**src/rtl/vec_pkg.sv**
```systemverilog
// Shared types and sizes for the vector ALU pipeline.
// Opcode encodings and the S1 operand bundle live here.
package vec_pkg;

   localparam int LANES  = 4;
   localparam int LANE_W = 32;
   localparam int VEC_W  = LANES * LANE_W;

   typedef enum logic [2:0] {
      VROT32 = 3'd0,
      VXOR   = 3'd1,
      VADD32 = 3'd2,
      VSHR32 = 3'd3,
      VSHL32 = 3'd4
   } vec_op_e;

   typedef struct packed {
      logic [2:0]       op;
      logic [VEC_W-1:0] a;
      logic [VEC_W-1:0] b;
   } s1_data_t;

endpackage

```
**src/rtl/vec_alu_pipe_if.sv**
```systemverilog
// Issue and result handshakes of the vector ALU.
// master is the decode/writeback side, slave is the pipeline.
interface vec_alu_pipe_if #(
   parameter int TAG_W = 5
) ();
   import vec_pkg::*;

   logic             in_valid;
   logic             in_ready;
   logic [2:0]       in_op;
   logic [VEC_W-1:0] in_a;
   logic [VEC_W-1:0] in_b;
   logic [TAG_W-1:0] in_tag;
   logic             out_valid;
   logic             out_ready;
   logic [VEC_W-1:0] out_result;
   logic [TAG_W-1:0] out_tag;
   logic             out_illegal;

   modport master (
      output in_valid, in_op, in_a, in_b, in_tag, out_ready,
      input  in_ready, out_valid, out_result, out_tag, out_illegal
   );

   modport slave (
      input  in_valid, in_op, in_a, in_b, in_tag, out_ready,
      output in_ready, out_valid, out_result, out_tag, out_illegal
   );

endinterface

```
**src/rtl/vec_lane_alu.sv**
```systemverilog
// One 32-bit lane of the vector ALU, purely combinational.
// Undefined opcodes yield zero and raise illegal.
module vec_lane_alu
   import vec_pkg::*;
(
   input  logic [2:0]        op,
   input  logic [LANE_W-1:0] a,
   input  logic [LANE_W-1:0] b,
   output logic [LANE_W-1:0] y,
   output logic              illegal
);

   logic [4:0]          amt;
   logic [2*LANE_W-1:0] rot;

   assign amt = b[4:0];
   // Shifting a doubled copy leaves the rotate in the low half.
   assign rot = {a, a} >> amt;

   always_comb begin
      y       = '0;
      illegal = 1'b0;
      case (op)
         VROT32:  y = rot[LANE_W-1:0];
         VXOR:    y = a ^ b;
         VADD32:  y = a + b;
         VSHR32:  y = a >> amt;
         VSHL32:  y = a << amt;
         default: illegal = 1'b1;
      endcase
   end

endmodule

```
**src/rtl/vec_alu_pipe.sv**
```systemverilog
// Two-stage 128-bit vector ALU: S1 holds operands, S2 the result.
// Both stages advance together so a full pipe streams one op per cycle.
module vec_alu_pipe
   import vec_pkg::*;
#(
   parameter int TAG_W = 5
) (
   input logic           clk,
   input logic           rst_n,
   input logic           flush,
   vec_alu_pipe_if.slave bus
);

   s1_data_t         s1_d;
   logic             s1_valid;
   logic [TAG_W-1:0] s1_tag;

   logic             s2_valid;
   logic [VEC_W-1:0] s2_result;
   logic [TAG_W-1:0] s2_tag;
   logic             s2_illegal;

   logic             s2_adv;
   logic             accept;
   logic             s1_move;
   logic [VEC_W-1:0] alu_y;
   logic [LANES-1:0] lane_ill;

   assign s2_adv       = !s2_valid || bus.out_ready;
   assign bus.in_ready = (!s1_valid || s2_adv) && !flush;
   assign accept       = bus.in_valid && bus.in_ready;
   assign s1_move      = s1_valid && s2_adv && !flush;

   always_ff @(posedge clk or negedge rst_n) begin
      if (!rst_n) begin
         s1_valid <= 1'b0;
      end else if (flush) begin
         s1_valid <= 1'b0;
      end else if (accept) begin
         s1_valid <= 1'b1;
      end else if (s2_adv) begin
         s1_valid <= 1'b0;
      end
   end

   always_ff @(posedge clk or negedge rst_n) begin
      if (!rst_n) begin
         s1_d   <= '0;
         s1_tag <= '0;
      end else if (accept) begin
         s1_d   <= '{op: bus.in_op, a: bus.in_a, b: bus.in_b};
         s1_tag <= bus.in_tag;
      end
   end

   for (genvar i = 0; i < LANES; i++) begin : g_lane
      vec_lane_alu u_lane (
         .op      (s1_d.op),
         .a       (s1_d.a[LANE_W*i +: LANE_W]),
         .b       (s1_d.b[LANE_W*i +: LANE_W]),
         .y       (alu_y[LANE_W*i +: LANE_W]),
         .illegal (lane_ill[i])
      );
   end

   always_ff @(posedge clk or negedge rst_n) begin
      if (!rst_n) begin
         s2_valid <= 1'b0;
      end else if (flush) begin
         s2_valid <= 1'b0;
      end else if (s2_adv) begin
         s2_valid <= s1_valid;
      end
   end

   // Every lane decodes the same op, so the lane flags are identical.
   always_ff @(posedge clk or negedge rst_n) begin
      if (!rst_n) begin
         s2_result  <= '0;
         s2_tag     <= '0;
         s2_illegal <= 1'b0;
      end else if (s1_move) begin
         s2_result  <= alu_y;
         s2_tag     <= s1_tag;
         s2_illegal <= lane_ill[0] | (|lane_ill[LANES-1:1] & 1'b0);
      end
   end

   assign bus.out_valid   = s2_valid;
   assign bus.out_result  = s2_result;
   assign bus.out_tag     = s2_tag;
   assign bus.out_illegal = s2_illegal;

endmodule

```
**src/flat_wrapper.sv**
```systemverilog
// flat-port wrapper written by rule: the top's interface ports become plain ports
module vec_alu_pipe_flat import vec_pkg::*;
#(
   parameter int TAG_W = 5
)
  (clk, rst_n, flush, bus_in_valid, bus_in_op, bus_in_a, bus_in_b, bus_in_tag, bus_out_ready, bus_in_ready, bus_out_valid, bus_out_result, bus_out_tag, bus_out_illegal);
  vec_alu_pipe_if #(.TAG_W(TAG_W)) bus_i ();
  input logic clk;
  input logic rst_n;
  input logic flush;
  input wire logic [$bits(bus_i.in_valid)-1:0] bus_in_valid;
  input wire logic [$bits(bus_i.in_op)-1:0] bus_in_op;
  input wire logic [$bits(bus_i.in_a)-1:0] bus_in_a;
  input wire logic [$bits(bus_i.in_b)-1:0] bus_in_b;
  input wire logic [$bits(bus_i.in_tag)-1:0] bus_in_tag;
  input wire logic [$bits(bus_i.out_ready)-1:0] bus_out_ready;
  output wire logic [$bits(bus_i.in_ready)-1:0] bus_in_ready;
  output wire logic [$bits(bus_i.out_valid)-1:0] bus_out_valid;
  output wire logic [$bits(bus_i.out_result)-1:0] bus_out_result;
  output wire logic [$bits(bus_i.out_tag)-1:0] bus_out_tag;
  output wire logic [$bits(bus_i.out_illegal)-1:0] bus_out_illegal;
  assign bus_i.in_valid = bus_in_valid;
  assign bus_i.in_op = bus_in_op;
  assign bus_i.in_a = bus_in_a;
  assign bus_i.in_b = bus_in_b;
  assign bus_i.in_tag = bus_in_tag;
  assign bus_i.out_ready = bus_out_ready;
  assign bus_in_ready = bus_i.in_ready;
  assign bus_out_valid = bus_i.out_valid;
  assign bus_out_result = bus_i.out_result;
  assign bus_out_tag = bus_i.out_tag;
  assign bus_out_illegal = bus_i.out_illegal;
  vec_alu_pipe #(.TAG_W(TAG_W)) u_core (.clk(clk), .rst_n(rst_n), .flush(flush), .bus(bus_i));
endmodule
```
**config.mk**
```make
export PLATFORM = sky130hd
export DESIGN_NAME = vec_alu_pipe_flat
export DESIGN_NICKNAME = d
export VERILOG_FILES = /design/src/rtl/vec_pkg.sv /design/src/rtl/vec_alu_pipe_if.sv /design/src/rtl/vec_lane_alu.sv /design/src/rtl/vec_alu_pipe.sv /design/src/flat_wrapper.sv
export SDC_FILE = /design/constraint.sdc
export NUM_CORES = 2
export LEC_CHECK = 0
export CAP_MARGIN = 20
export CORE_MARGIN = 5
export CORE_UTILIZATION = 45
export CTS_CLUSTER_DIAMETER = 40
export DETAILED_ROUTE_END_ITERATION = 10
export GPL_TIMING_DRIVEN = 0
export MAX_ROUTING_LAYER = met4
export PLACE_DENSITY = 0.74
export SETUP_SLACK_MARGIN = 0.05
export SLEW_MARGIN = 10
export SYNTH_ARGS = -nofsm -noshare
export SYNTH_HDL_FRONTEND = slang
export SYNTH_SLANG_ARGS = --single-unit
```
**constraint.sdc**
```tcl
create_clock -name clk -period 3.2 [get_ports clk]
set_input_delay 0.32 -clock clk [delete_from_list [all_inputs] [get_ports clk]]
set_output_delay 0.32 -clock clk [all_outputs]
set_load 0.005 [all_outputs]
```
==> key figures <==
Flow run
  • Maxcap violations: 0

Worst setup path
  • Worst R2R Path Depth: 7
  • Crit path cell chain: nor2b_1 -> or3b_1 -> clkbuf_1 -> a21oi_2 -> clkbuf_1 -> o21ai_1 -> nand2_1
  • Crit-path slowest cell: clkbuf_1
  • Most frequent CP cell: clkbuf_1
  • CP endpoint: u_core.bus.out_result[58]
  • WP data required: 3790 ps
  • Critical path launch point: u_core.bus.out_valid
  • CP Data Arrival Time: 3870 ps
  • Reg2reg start: u_core.bus.out_valid
  • WS Path Type: reg2reg
  • Max Fanout on Critical Path: 10
  • Worst Setup End Kind: register
  • Worst r2r dst: u_core.bus.out_result[58]
  • Register-to-register setup slack: -80 ps
  • Worst setup SP type: register
  • CP peak stage delay: 1040 ps

Timing
  • Tightest Pin Transition: 1350 ps
  • Final min period: 3280 ps
  • Hold Fails Final Rpt: 0
  • Worst setup margin: -79.9 ps
  • Minimum hold slack: 104 ps
  • Max_slew headroom: 0.100
  • Clock Skews: 29.4 ps
  • RSZ-0062 raised after global routing: true
  • Final setup fails: 18
  • Crit share post-route: 1.02
  • Final slew viol count: 0
  • Setup TNS: -577 ps
  • Fmax: 305 MHz

GRT
  • First-pass GRT wire length: 297000 microns
  • Congestion Overflow GR: 0
  • Initial antenna violation count: 7
  • Largest net degree at the start of global routing: 106
  • Number of global-route vias before repair: 40100
  • GRT Util Overall: 0.469

Synthesis
  • Post-Synth Adder-Cell Area: 0.0454
  • Sequential element share of the synthesized area: 0.270
  • Post-Synthesis Cells: 4270
  • Synth cell count leaders: nor2_1, dfrtp_1, nand2_1
  • Post-synth top flop: dfrtp_1
  • Post-Synth Simple-Gate Area: 0.136
  • Synth Cell Area: 37100 sq um
  • Async set-reset flop share out of synthesis: 1.00
  • Mux share of post-synthesis cell area: 0.255
  • Syn_nets: 4671
  • Ranking of synthesized cells by area: dfrtp_1, mux2_2, mux4_2, mux2i_1, nor2_1
  • Number of flops mapped to enable cells by yosys: 0
  • Most frequent cell after synthesis: nor2_1
  • Post-synth top area share: 0.270
  • Yosys reg bits: 400
  • Synth cell types: 89
  • Syn Area/Cell: 8.68 sq um
  • Post-Synth XOR/XNOR Area: 0.0147
  • Synth warn: 0
  • Post-synthesis compound-gate area fraction: 0.233
  • Main combinational cell family by area after synthesis: multiplexers
  • Most area-hungry cell type in the Yosys netlist: dfrtp_1

Place
  • Hpwl dp: 161000 microns
  • Placer congestion estimate: 1.13
  • Placed cells: 5757
  • # port buffers: 404
  • Pre-CTS setup slack: -1300 ps
  • Placement Cell Area: 42700 sq um

Layout
  • Utilization after layout: 0.580
  • Multi-input logic area: 26500 sq um
  • Area grow syn2layout: 28.2%
  • Seq. cell area: 10100 sq um
  • Net count, final: 5232
  • Fraction of layout cells with a size suffix above 1: 0.230
  • Fill cell count: 7359
  • Final instance area: 47500 sq um
  • Fin cells: 5969

Detailed routing
  • Routed len/inst: 35.6 microns
  • DRT Pass-1 Iters: 9
  • Starting DRT DRC Count: 7099
  • WL final: 213000 microns
  • DRC Markers: 0
  • Vias: 42400
  • Post-DRT Antenna Nets: 0
  • Via-to-Cell Ratio: 7.10

Clock tree
  • CTS max path bufs: 3
  • Clk sink count: 400
  • Clock buffer count from CTS: 76
  • CTS tree: yes
  • H-tree depth: 3
  • Worst skew pair latency: 670 ps
  • Register clock-pin slew on the reported worst setup and hold paths: 50 ps
  • Root buffer cell: clkbuf_16

Floorplan
  • Die Area: 88200 sq um
  • I/O Pins: 405
  • Initial core utilization: 0.453
  • Site Rows: 105
  • Height of the die: 297 microns
  • Die W: 297 microns
  • Core ar.: 81800 sq um

Power
  • Lkg Pwr: 19.4 nW
  • PwrDens: 762 nW/um^2
  • VDD IR-drop max: 0.590 mV
  • Power, Total: 36.2 mW

Min path
  • Hold WC Path Type: in2async

Status
  • Failing checks: setup timing
  • Status: complete, but fails checks
==> registers in the layout, summed over array words and instances (netlist names) <==
name and count:
u_core.bus.out_illegal 1, u_core.bus.out_result 128, u_core.bus.out_tag 5, u_core.bus.out_valid 1, u_core.s1_d 259, u_core.s1_tag 5
u_core.s1_valid 1
==> worst min-delay path by stage <==
stage	end	from	slack [ps]
after detailed placement	u_core.s1_d[243]	rst_n	180
after CTS	u_core.s1_d[243]	rst_n	110
after floorplan	u_core.bus.out_illegal	rst_n	20
after global routing	u_core.s1_d[242]	rst_n	140
final	u_core.s1_d[242]	rst_n	100
after global placement	u_core.bus.out_result[64]	u_core.bus.out_result[64]	460
==> cell families after synthesis <==
family,after synthesis
AOI/OAI and AO/OA,1351
xor gates and xnor gates,62
adders and majority gates,132
buffers and inverters,413
DFF,400
muxes,734
and+or+nand+nor,1178
==> cells in the final DEF (no fill, tap or decap), types with 35 or more instances in the layout <==
master	count
buf_4	85
mux4_2	136
o211ai_1	51
o21ai_0	229
mux2i_1	251
a221oi_1	51
dfrtp_1	364
nand2_1	390
clkbuf_16	78
nor2_1	488
nand2b_1	59
buf_2	35
dfrtp_2	36
clkbuf_1	147
a31oi_1	37
clkdlybuf4s50_1	403
a22oi_1	38
a21o_1	72
nand3_1	45
mux2_2	321
o22ai_1	51
clkbuf_2	84
o21ai_1	120
ha_1	98
a21oi_1	326
a211oi_1	44
inv_1	42
nor3_1	54
==> power by group <==
| part | switching (mW) | internal (mW) |
|---|---|---|
| Clock | 3.09 | 5.22 |
| Sequential | 2.00 | 6.10 |
| Combinational | 12.0 | 7.75 |
| Total | 17.1 | 19.1 |
==> layer usage <==
| metal | part of all wire | up-vias | GRT usage | wire, microns |
|---|---|---|---|---|
| li1 | - | 17200 | - | - |
| met5 | 0 | - | - | 0 |
| met2 | 0.41 | 3772 | 0.669 | 87600 |
| met1 | 0.36 | 20400 | 0.581 | 77600 |
| met4 | 0.076 | 0 | 0.249 | 16200 |
| met3 | 0.15 | 992 | 0.170 | 31200 |
==> critical path: cells and delay by family (launching register included) <==
kind	cells	cell delay, ps
buffers and inverters	2	1290
DFF	1	370
and+or+nand+nor	3	800
AOI/OAI and AO/OA	2	760
==> area by class of cell <==
type / count / share of cell area
antenna: 7 / 0.000369
buffer: 345 / 0.0397
multi-input combinational: 3457 / 0.557
inverter: 54 / 0.00471
sequential: 400 / 0.212
clock buffer: 95 / 0.0439
tap: 1070 / 0.0282
clock inverter: 44 / 0.0108
timing repair buffer: 497 / 0.103
==> timing repair <==
action / 4_1_cts / 5_1_grt
endpoints found under the hold margin: 207 / 0
pin swaps: 32 / 53
setup buffers: 31 / 45
resized for setup: 274 / 272
setup endpoints to repair: 134 / 134
hold buffers: 1 / 0
(Power assumes the default switching activity.)
